### src/rtl/pc_pkg.sv
// rtl/pc_pkg.sv - shared state enum, default constants and alignment mask for the PC generator
package pc_pkg;

  typedef enum logic {
    BOOT = 1'b0,
    RUN  = 1'b1
  } pc_state_t;

  localparam int          DEFAULT_XLEN     = 32;
  localparam int          DEFAULT_STEP     = 4;
  localparam logic [31:0] DEFAULT_RESET_PC = 32'h0000_0000;

  // Low-order bits that must be zero in an instruction address for a given step.
  function automatic logic [63:0] align_mask(input int step);
    return 64'(step - 1);
  endfunction

endpackage

### src/rtl/pc_gen_if.sv
// rtl/pc_gen_if.sv - control inputs and fetch-address outputs of the PC generator
interface pc_gen_if #(
  parameter int XLEN = 32
);

  logic            stall_i;
  logic            redirect_valid_i;
  logic [XLEN-1:0] redirect_pc_i;
  logic            trap_valid_i;
  logic [XLEN-1:0] trap_pc_i;
  logic            ready_i;
  logic            valid_o;
  logic [XLEN-1:0] pc_o;
  logic [XLEN-1:0] pc_next_o;
  logic            misalign_o;

  modport master (
    input  stall_i, redirect_valid_i, redirect_pc_i, trap_valid_i, trap_pc_i, ready_i,
    output valid_o, pc_o, pc_next_o, misalign_o
  );

  modport slave (
    output stall_i, redirect_valid_i, redirect_pc_i, trap_valid_i, trap_pc_i, ready_i,
    input  valid_o, pc_o, pc_next_o, misalign_o
  );

endinterface

### src/rtl/pc_step_adder.sv
// rtl/pc_step_adder.sv - sequential PC increment, wrapping modulo 2^XLEN
module pc_step_adder #(
  parameter int XLEN = 32,
  parameter int STEP = 4
) (
  input  logic [XLEN-1:0] pc,
  output logic [XLEN-1:0] pc_plus
);

  assign pc_plus = pc + XLEN'(STEP);

endmodule

### src/rtl/pc_gen.sv
// rtl/pc_gen.sv - fetch PC generator with boot delay, stall/hold, trap/branch redirect and alignment check
module pc_gen
  import pc_pkg::*;
#(
  parameter int              XLEN        = DEFAULT_XLEN,
  parameter int              STEP        = DEFAULT_STEP,
  parameter logic [XLEN-1:0] RESET_PC    = XLEN'(DEFAULT_RESET_PC),
  parameter int              BOOT_CYCLES = 2
) (
  input  logic     clk,
  input  logic     rst_n,
  pc_gen_if.master bus
);

  localparam logic [XLEN-1:0] LOW_MASK  = XLEN'(align_mask(STEP));
  localparam logic [3:0]      BOOT_LAST = 4'(BOOT_CYCLES - 1);

  pc_state_t       state;
  logic [3:0]      boot_cnt;
  logic [XLEN-1:0] pc;
  logic [XLEN-1:0] pc_plus;
  logic            misalign;

  logic            take_redirect;
  logic [XLEN-1:0] target;
  logic            advance;

  pc_step_adder #(
    .XLEN (XLEN),
    .STEP (STEP)
  ) u_step_adder (
    .pc      (pc),
    .pc_plus (pc_plus)
  );

  // Trap wins over branch; only the winning target is alignment-checked.
  assign take_redirect = bus.trap_valid_i | bus.redirect_valid_i;
  assign target        = bus.trap_valid_i ? bus.trap_pc_i : bus.redirect_pc_i;
  assign advance       = (state == RUN) & bus.ready_i & ~bus.stall_i;

  always_ff @(posedge clk or negedge rst_n) begin
    if (!rst_n) begin
      state    <= BOOT;
      boot_cnt <= 4'd0;
      pc       <= RESET_PC;
      misalign <= 1'b0;
    end else begin
      misalign <= 1'b0;
      if (take_redirect) begin
        pc       <= target & ~LOW_MASK;
        misalign <= |(target & LOW_MASK);
      end else if (advance) begin
        pc <= pc_plus;
      end

      // A redirect during BOOT moves the PC but never shortens the boot delay.
      if (state == BOOT) begin
        boot_cnt <= boot_cnt + 4'd1;
        if (boot_cnt == BOOT_LAST) begin
          state <= RUN;
        end
      end
    end
  end

  assign bus.valid_o    = (state == RUN);
  assign bus.pc_o       = pc;
  assign bus.pc_next_o  = pc_plus;
  assign bus.misalign_o = misalign;

endmodule

### src/flat_wrapper.sv
// flat-port wrapper written by rule: the top's interface ports become plain ports
module pc_gen_flat import pc_pkg::*;
#(
  parameter int              XLEN        = DEFAULT_XLEN,
  parameter int              STEP        = DEFAULT_STEP,
  parameter logic [XLEN-1:0] RESET_PC    = XLEN'(DEFAULT_RESET_PC),
  parameter int              BOOT_CYCLES = 2
)
  (clk, rst_n, bus_stall_i, bus_redirect_valid_i, bus_redirect_pc_i, bus_trap_valid_i, bus_trap_pc_i, bus_ready_i, bus_valid_o, bus_pc_o, bus_pc_next_o, bus_misalign_o);
  pc_gen_if #(.XLEN(XLEN)) bus_i ();
  input  logic clk;
  input  logic rst_n;
  input wire logic [$bits(bus_i.stall_i)-1:0] bus_stall_i;
  input wire logic [$bits(bus_i.redirect_valid_i)-1:0] bus_redirect_valid_i;
  input wire logic [$bits(bus_i.redirect_pc_i)-1:0] bus_redirect_pc_i;
  input wire logic [$bits(bus_i.trap_valid_i)-1:0] bus_trap_valid_i;
  input wire logic [$bits(bus_i.trap_pc_i)-1:0] bus_trap_pc_i;
  input wire logic [$bits(bus_i.ready_i)-1:0] bus_ready_i;
  output wire logic [$bits(bus_i.valid_o)-1:0] bus_valid_o;
  output wire logic [$bits(bus_i.pc_o)-1:0] bus_pc_o;
  output wire logic [$bits(bus_i.pc_next_o)-1:0] bus_pc_next_o;
  output wire logic [$bits(bus_i.misalign_o)-1:0] bus_misalign_o;
  assign bus_i.stall_i = bus_stall_i;
  assign bus_i.redirect_valid_i = bus_redirect_valid_i;
  assign bus_i.redirect_pc_i = bus_redirect_pc_i;
  assign bus_i.trap_valid_i = bus_trap_valid_i;
  assign bus_i.trap_pc_i = bus_trap_pc_i;
  assign bus_i.ready_i = bus_ready_i;
  assign bus_valid_o = bus_i.valid_o;
  assign bus_pc_o = bus_i.pc_o;
  assign bus_pc_next_o = bus_i.pc_next_o;
  assign bus_misalign_o = bus_i.misalign_o;
  pc_gen #(.XLEN(XLEN), .STEP(STEP), .RESET_PC(RESET_PC), .BOOT_CYCLES(BOOT_CYCLES)) u_core (.clk(clk), .rst_n(rst_n), .bus(bus_i));
endmodule
### config.mk
export PLATFORM = sky130hd
export DESIGN_NAME = pc_gen_flat
export DESIGN_NICKNAME = d
export VERILOG_FILES = /design/src/rtl/pc_pkg.sv /design/src/rtl/pc_gen_if.sv /design/src/rtl/pc_step_adder.sv /design/src/rtl/pc_gen.sv /design/src/flat_wrapper.sv
export SDC_FILE = /design/constraint.sdc
export NUM_CORES = 1
export LEC_CHECK = 0
export BUFFER_PORTS_ARGS = -buffer_cell sky130_fd_sc_hd__buf_2
export CORE_ASPECT_RATIO = 0.7
export CORE_MARGIN = 2
export CORE_UTILIZATION = 40
export DETAILED_ROUTE_END_ITERATION = 6
export PLACE_DENSITY_LB_ADDON = 0.25
export SYNTH_ARGS = -nofsm -noshare
export SYNTH_HDL_FRONTEND = slang
export SYNTH_SLANG_ARGS = --single-unit
### constraint.sdc
create_clock -name clk -period 1.9 [get_ports clk]
set_input_delay 0.285 -clock clk [delete_from_list [all_inputs] [get_ports clk]]
set_output_delay 0.285 -clock clk [all_outputs]
set_load 0.03 [all_outputs]
# --- Yosys cells after proc, flatten, opt, wreduce, memory -nomap -nowiden ---
# Cells that the tools add are included.
word_totals:
  ff_bits: 38
  out_inout_bits: 66
classes:
  add_sub_neg: 2
  n_eq_ne: 1
  mux: 6
  bitwise: 4
  reduce_logical: 2
ops:
  columns: ["operator", "n"]
  rows:
  - ["two-way mux 32 bit", 3]
  - ["adder 32 x 3 -> 32 bit (second input constant)", 1]
  - ["adder 4 x 1 -> 4 bit (second input constant)", 1]
  - ["== test 4 x 1 -> 1 bit (second input constant)", 1]
  - ["two-way mux 1 bit", 3]
  - ["AND 1 bit", 2]
  - ["nonzero test 2 bit", 1]
  - ["OR reduction 2 bit", 1]
  - ["inverter 1 bit", 1]
  - ["bitwise OR 1 bit", 1]

# --- Depth between registers and ports, before layout ---
depth:
  ltp_word: 4
  depth_mapped: 8
  ltp_nobuf: 6

# --- Cells and area by module ---
# A second synthesis with hierarchy kept.
unflattened:
  cells_unflattened: 216
  area_unflattened_um2: 2366.0
modules_own_cells:
  columns: ["module", "instances", "cells_per_inst", "area_per_inst_um2", "seq_area_each_um2"]
  rows:
  - ["pc_gen", 1, 133, 1785.5, 950.9]
  - ["pc_step_adder", 1, 83, 580.6, 0.0]

# --- Worst setup path after synthesis ---
# OpenSTA, ideal clock, no wires.
synth_path:
  kind: "reg-to-output"
  from: "register u_core.pc[10] (netlist: u_core.bus.pc_o[10])"
  to: "output bus_pc_next_o[26]"
  arrival_time_ns: 2.045
  t_required_ns: 1.615
  setup_slack_ns: -0.430
  stages_incl_launch_ff: 6
  cell_sequence: "dfrtp_1 > nand2_1 > nor4_4 > buf_6 > nand4_1 > xnor2_1"
synth_between:
  elab_chain_len: 1
synth_lines:
  columns: ["element", "line", "text"]
  rows:
  - ["start: declaration", "pc_gen.sv:20", "logic [XLEN-1:0] pc;"]
  - ["start signal: assignment", "pc_gen.sv:50", "pc <= target & ~LOW_MASK;"]
  - ["start signal: assignment", "pc_gen.sv:53", "pc <= pc_plus;"]
  - ["adder 32 x 3 -> 32 bit", "pc_step_adder.sv:10", "assign pc_plus = pc + XLEN'(STEP);"]
  - ["end: declaration", "flat_wrapper.sv:21", "output wire logic [$bits(bus_i.pc_next_o)-1:0] bus_pc_next_o;"]
# Every way passes these cells.

# --- Worst setup path in the final report ---
layout_path:
  from: "register u_core.pc[10] (netlist: u_core.bus.pc_o[10])"
  to: "output bus_pc_next_o[23]"
# The elaborated chain is that of the path after synthesis.

==> impl_results.md <==
- Avg Inst Size Synth: 8.415 µm²
- Relative slew margins: 41.21%
- Filler instances: 508
- Post-synth top cells: nand2_1, dfrtp_1, o21ai_0
- Clk buf depth: 2
- RR Startpoint: u_core.bus.pc_o[10]
- Unrepaired setup endpoints after global routing: true
- Cell taking the most area after synthesis: dfrtp_1
- Leakage power: 2.398 nW
- R2R Path End: u_core.bus.pc_o[28]
- Worst path depth: 6
- Vias per cell: 5.500
- Worst Skew: 0.004296 ns
- Total track usage: 27.47%
- Worst path slowest cell: dfrtp_2
- Post-layout util: 73.35%
- Yosys top cell area share: 31.96%
- Diode count: 0
- CP Cell Sequence: nand2_2 -> nor4_4 -> buf_12 -> nand4_1 -> xnor2_4 -> buf_6
- Final Hold Viols: 0
- PortBufs: 131
- Post-Syn Area: 0.002819 mm²
- Minimum clock period: 2.210 ns
- Critical Path Sink Type: primary output
- Most used DFF post-synth: dfrtp_1
- Area Growth Syn to Fin: 76.61%
- ANT nets after route: 0
- CP required: 1.62 ns
- HP Class: in -> async
- Crit Path Class: reg -> out
- Die height: 74.24 µm
- Power Density: 604.2 mW/mm²
- Ranking of synthesized cells by area: dfrtp_1, xnor2_1, o21ai_0, nand2_1, a21oi_1
- Critical Path AT: 1.92 ns
- Slew Limit Fails: 0
- CTS Sinks: 36
- Iter 0 DRT Violations: 202
- CP Launch Type: register
- Count leader, synth: nand2_1
- CTS tree: done
- Largest net degree at the start of global routing: 37
- Worst slack, placed: -0.05781 ns
- CP max FO: 9
- Drt pass-1 iters: 6
- # placed instances: 588
- H-tree levels: 2
- Clk slew on worst S/H paths: 0.08 ns
- Status: finished with violations
- Layout cell share with drive strength beyond 1: 57.89%
- Library cells used by synthesis: 58
- Tightest Pin Transition: 0.8818 ns
- IO Count: 136
- GRT overflow: 0
- Violated checks: negative setup slack
- Starting Density: 41.53%
- CTS Buf Count: 5
- HPWL Detailed: 7.664 mm
- Worst reg2reg setup slack: -0.04 ns
- Max cap viols: 0
- GPL Wtd Cong: 0.8800
- Hold slack: 0.1005 ns
- Cells after synthesis: 335
- Final period util: 116.3%
- Worst path top cell family by delay: simple AND/OR/NAND/NOR gates
- # rows: 25
- Final setup fails: 23
- Maximum vdd drop: 0.0003458 V
- Yosys Warn Count: 0
- Register Area: 927.1 µm²
- Initial antenna violation count: 0
- Vias: 3443
- Worst Slack Setup Final: -0.3100 ns
- Max Freq: 452.5 MHz
- Asr flop ratio synth: 100.0%
- WP buf/inv: 2
- First-pass GRT wire length: 16.78 mm
- EDFF count, synth: 0
- Worst r2r path cells: 10
- Root Driver: clkbuf_8
- CP max stage delay: 0.42 ns
- Final Non-Filler Cells: 626
- Drt wl/cell: 17.69 µm
- #FFs+latches synth: 36
- Die area: 0.007745 mm²
- DRC errors left: 0
- Vias in the first global route: 3353
- Sequential-to-total area share from yosys stat: 31.96%
- Nets: 604
- DIE WIDTH: 104.3 µm
- Worst-skew pair later-pin latency: 0.28 ns
- Multi-input gate area: 0.002303 mm²
- Core area: 0.006788 mm²
- Post-Route WL: 11.07 mm
sequential cells by signal, summed over array words and instances, names as in the netlist:
name                   count
u_core.bus.valid_o         1
u_core.boot_cnt            4
u_core.bus.pc_o           30
u_core.bus.misalign_o      1
cell type report:
class,instances,area share [%]
Sequential cell,36,18.62
Clock buffer,8,2.011
Inverter,10,0.7540
Tap cell,94,2.362
Timing Repair Buffer,212,29.98
Multi-Input combinational cell,266,46.27
timing repair:
item                       in CTS  in global routing
gates resized for setup        80                 35
hold buffers                    0                  0
pin swaps                      18                 20
cloned                          0                  0
setup endpoints to repair      25                 30
buffers inserted               15                 16
cells by family (layout without fill, tap and decap cells):
family,count (synthesis),in the layout,synth area share [%]
adder cells (fa/ha/maj),3,3,1.332
AND/OR/NAND/NOR,111,111,22.59
buffers and inverters,36,230,6.169
other,1,4,0.1330
multiplexers,3,3,1.065
flip-flops,36,36,31.96
XOR/XNOR,32,32,10.48
AO/OA/AOI/OAI,113,113,26.28
through the flow:
stage | TNS, ns | power [mW] | cell area (µm²)
after floorplan | -0.5191 | 1.751 | 3154
final | -4.797 | 3.008 | 4979
after CTS | -4.137 | 2.932 | 4703
after global placement | -0.09574 | 2.183 | 4197
after global routing | -6.381 | 3.143 | 4979
after detailed placement | -0.2085 | 2.205 | 4197
routing by layer:
layer	vias to the layer above	track usage [%]	share of wire (%)
li1	1605	-	-
met1	1670	37.58	45
met2	158	45.82	48
met3	10	5.259	6.9
met4	0	6.607	0.73
met5	-	0	0
worst register-to-register path, stage by stage (launching register included):
cell and delay, ns:
dfrtp_2 0.42, nand2_2 0.14, nor4_4 0.35, buf_12 0.16, buf_8 0.12, buf_6 0.10, buf_6 0.09, buf_6 0.09
nand4_1 0.12, a21oi_2 0.14, o21ai_1 0.08
how the worst max path moves through the flow:
stage	startpoint	end	slack [ns]
5_1_grt	u_core.bus.pc_o[10]	bus_pc_next_o[20]	-0.38
4_1_cts	u_core.bus.pc_o[3]	bus_pc_next_o[26]	-0.31
3_3_place_gp	u_core.bus.pc_o[14]	bus_pc_next_o[26]	-0.04
3_5_place_dp	u_core.bus.pc_o[2]	bus_pc_next_o[26]	-0.06
6_report	u_core.bus.pc_o[10]	bus_pc_next_o[23]	-0.31
2_1_floorplan	u_core.bus.pc_o[13]	bus_pc_next_o[26]	-0.13
placed cells by master (no fill, tap or decap), types with 9 or more instances in the layout:
cell / n
nand4_1: 9
xnor2_2: 11
buf_6: 35
nor2_1: 15
a22oi_1: 12
buf_4: 68
nand2_1: 32
xnor2_4: 13
a21oi_1: 24
a2bb2oi_1: 13
dfrtp_2: 21
dfrtp_1: 15
buf_2: 105
o21ai_0: 30
where the power goes:
group,internal [mW],switching (mW),total [mW]
registers,0.851,0.0888,0.940
clock network,0.332,0.291,0.622
logic,0.613,0.832,1.45
total,1.80,1.21,3.01
(Power assumes the default switching activity.)
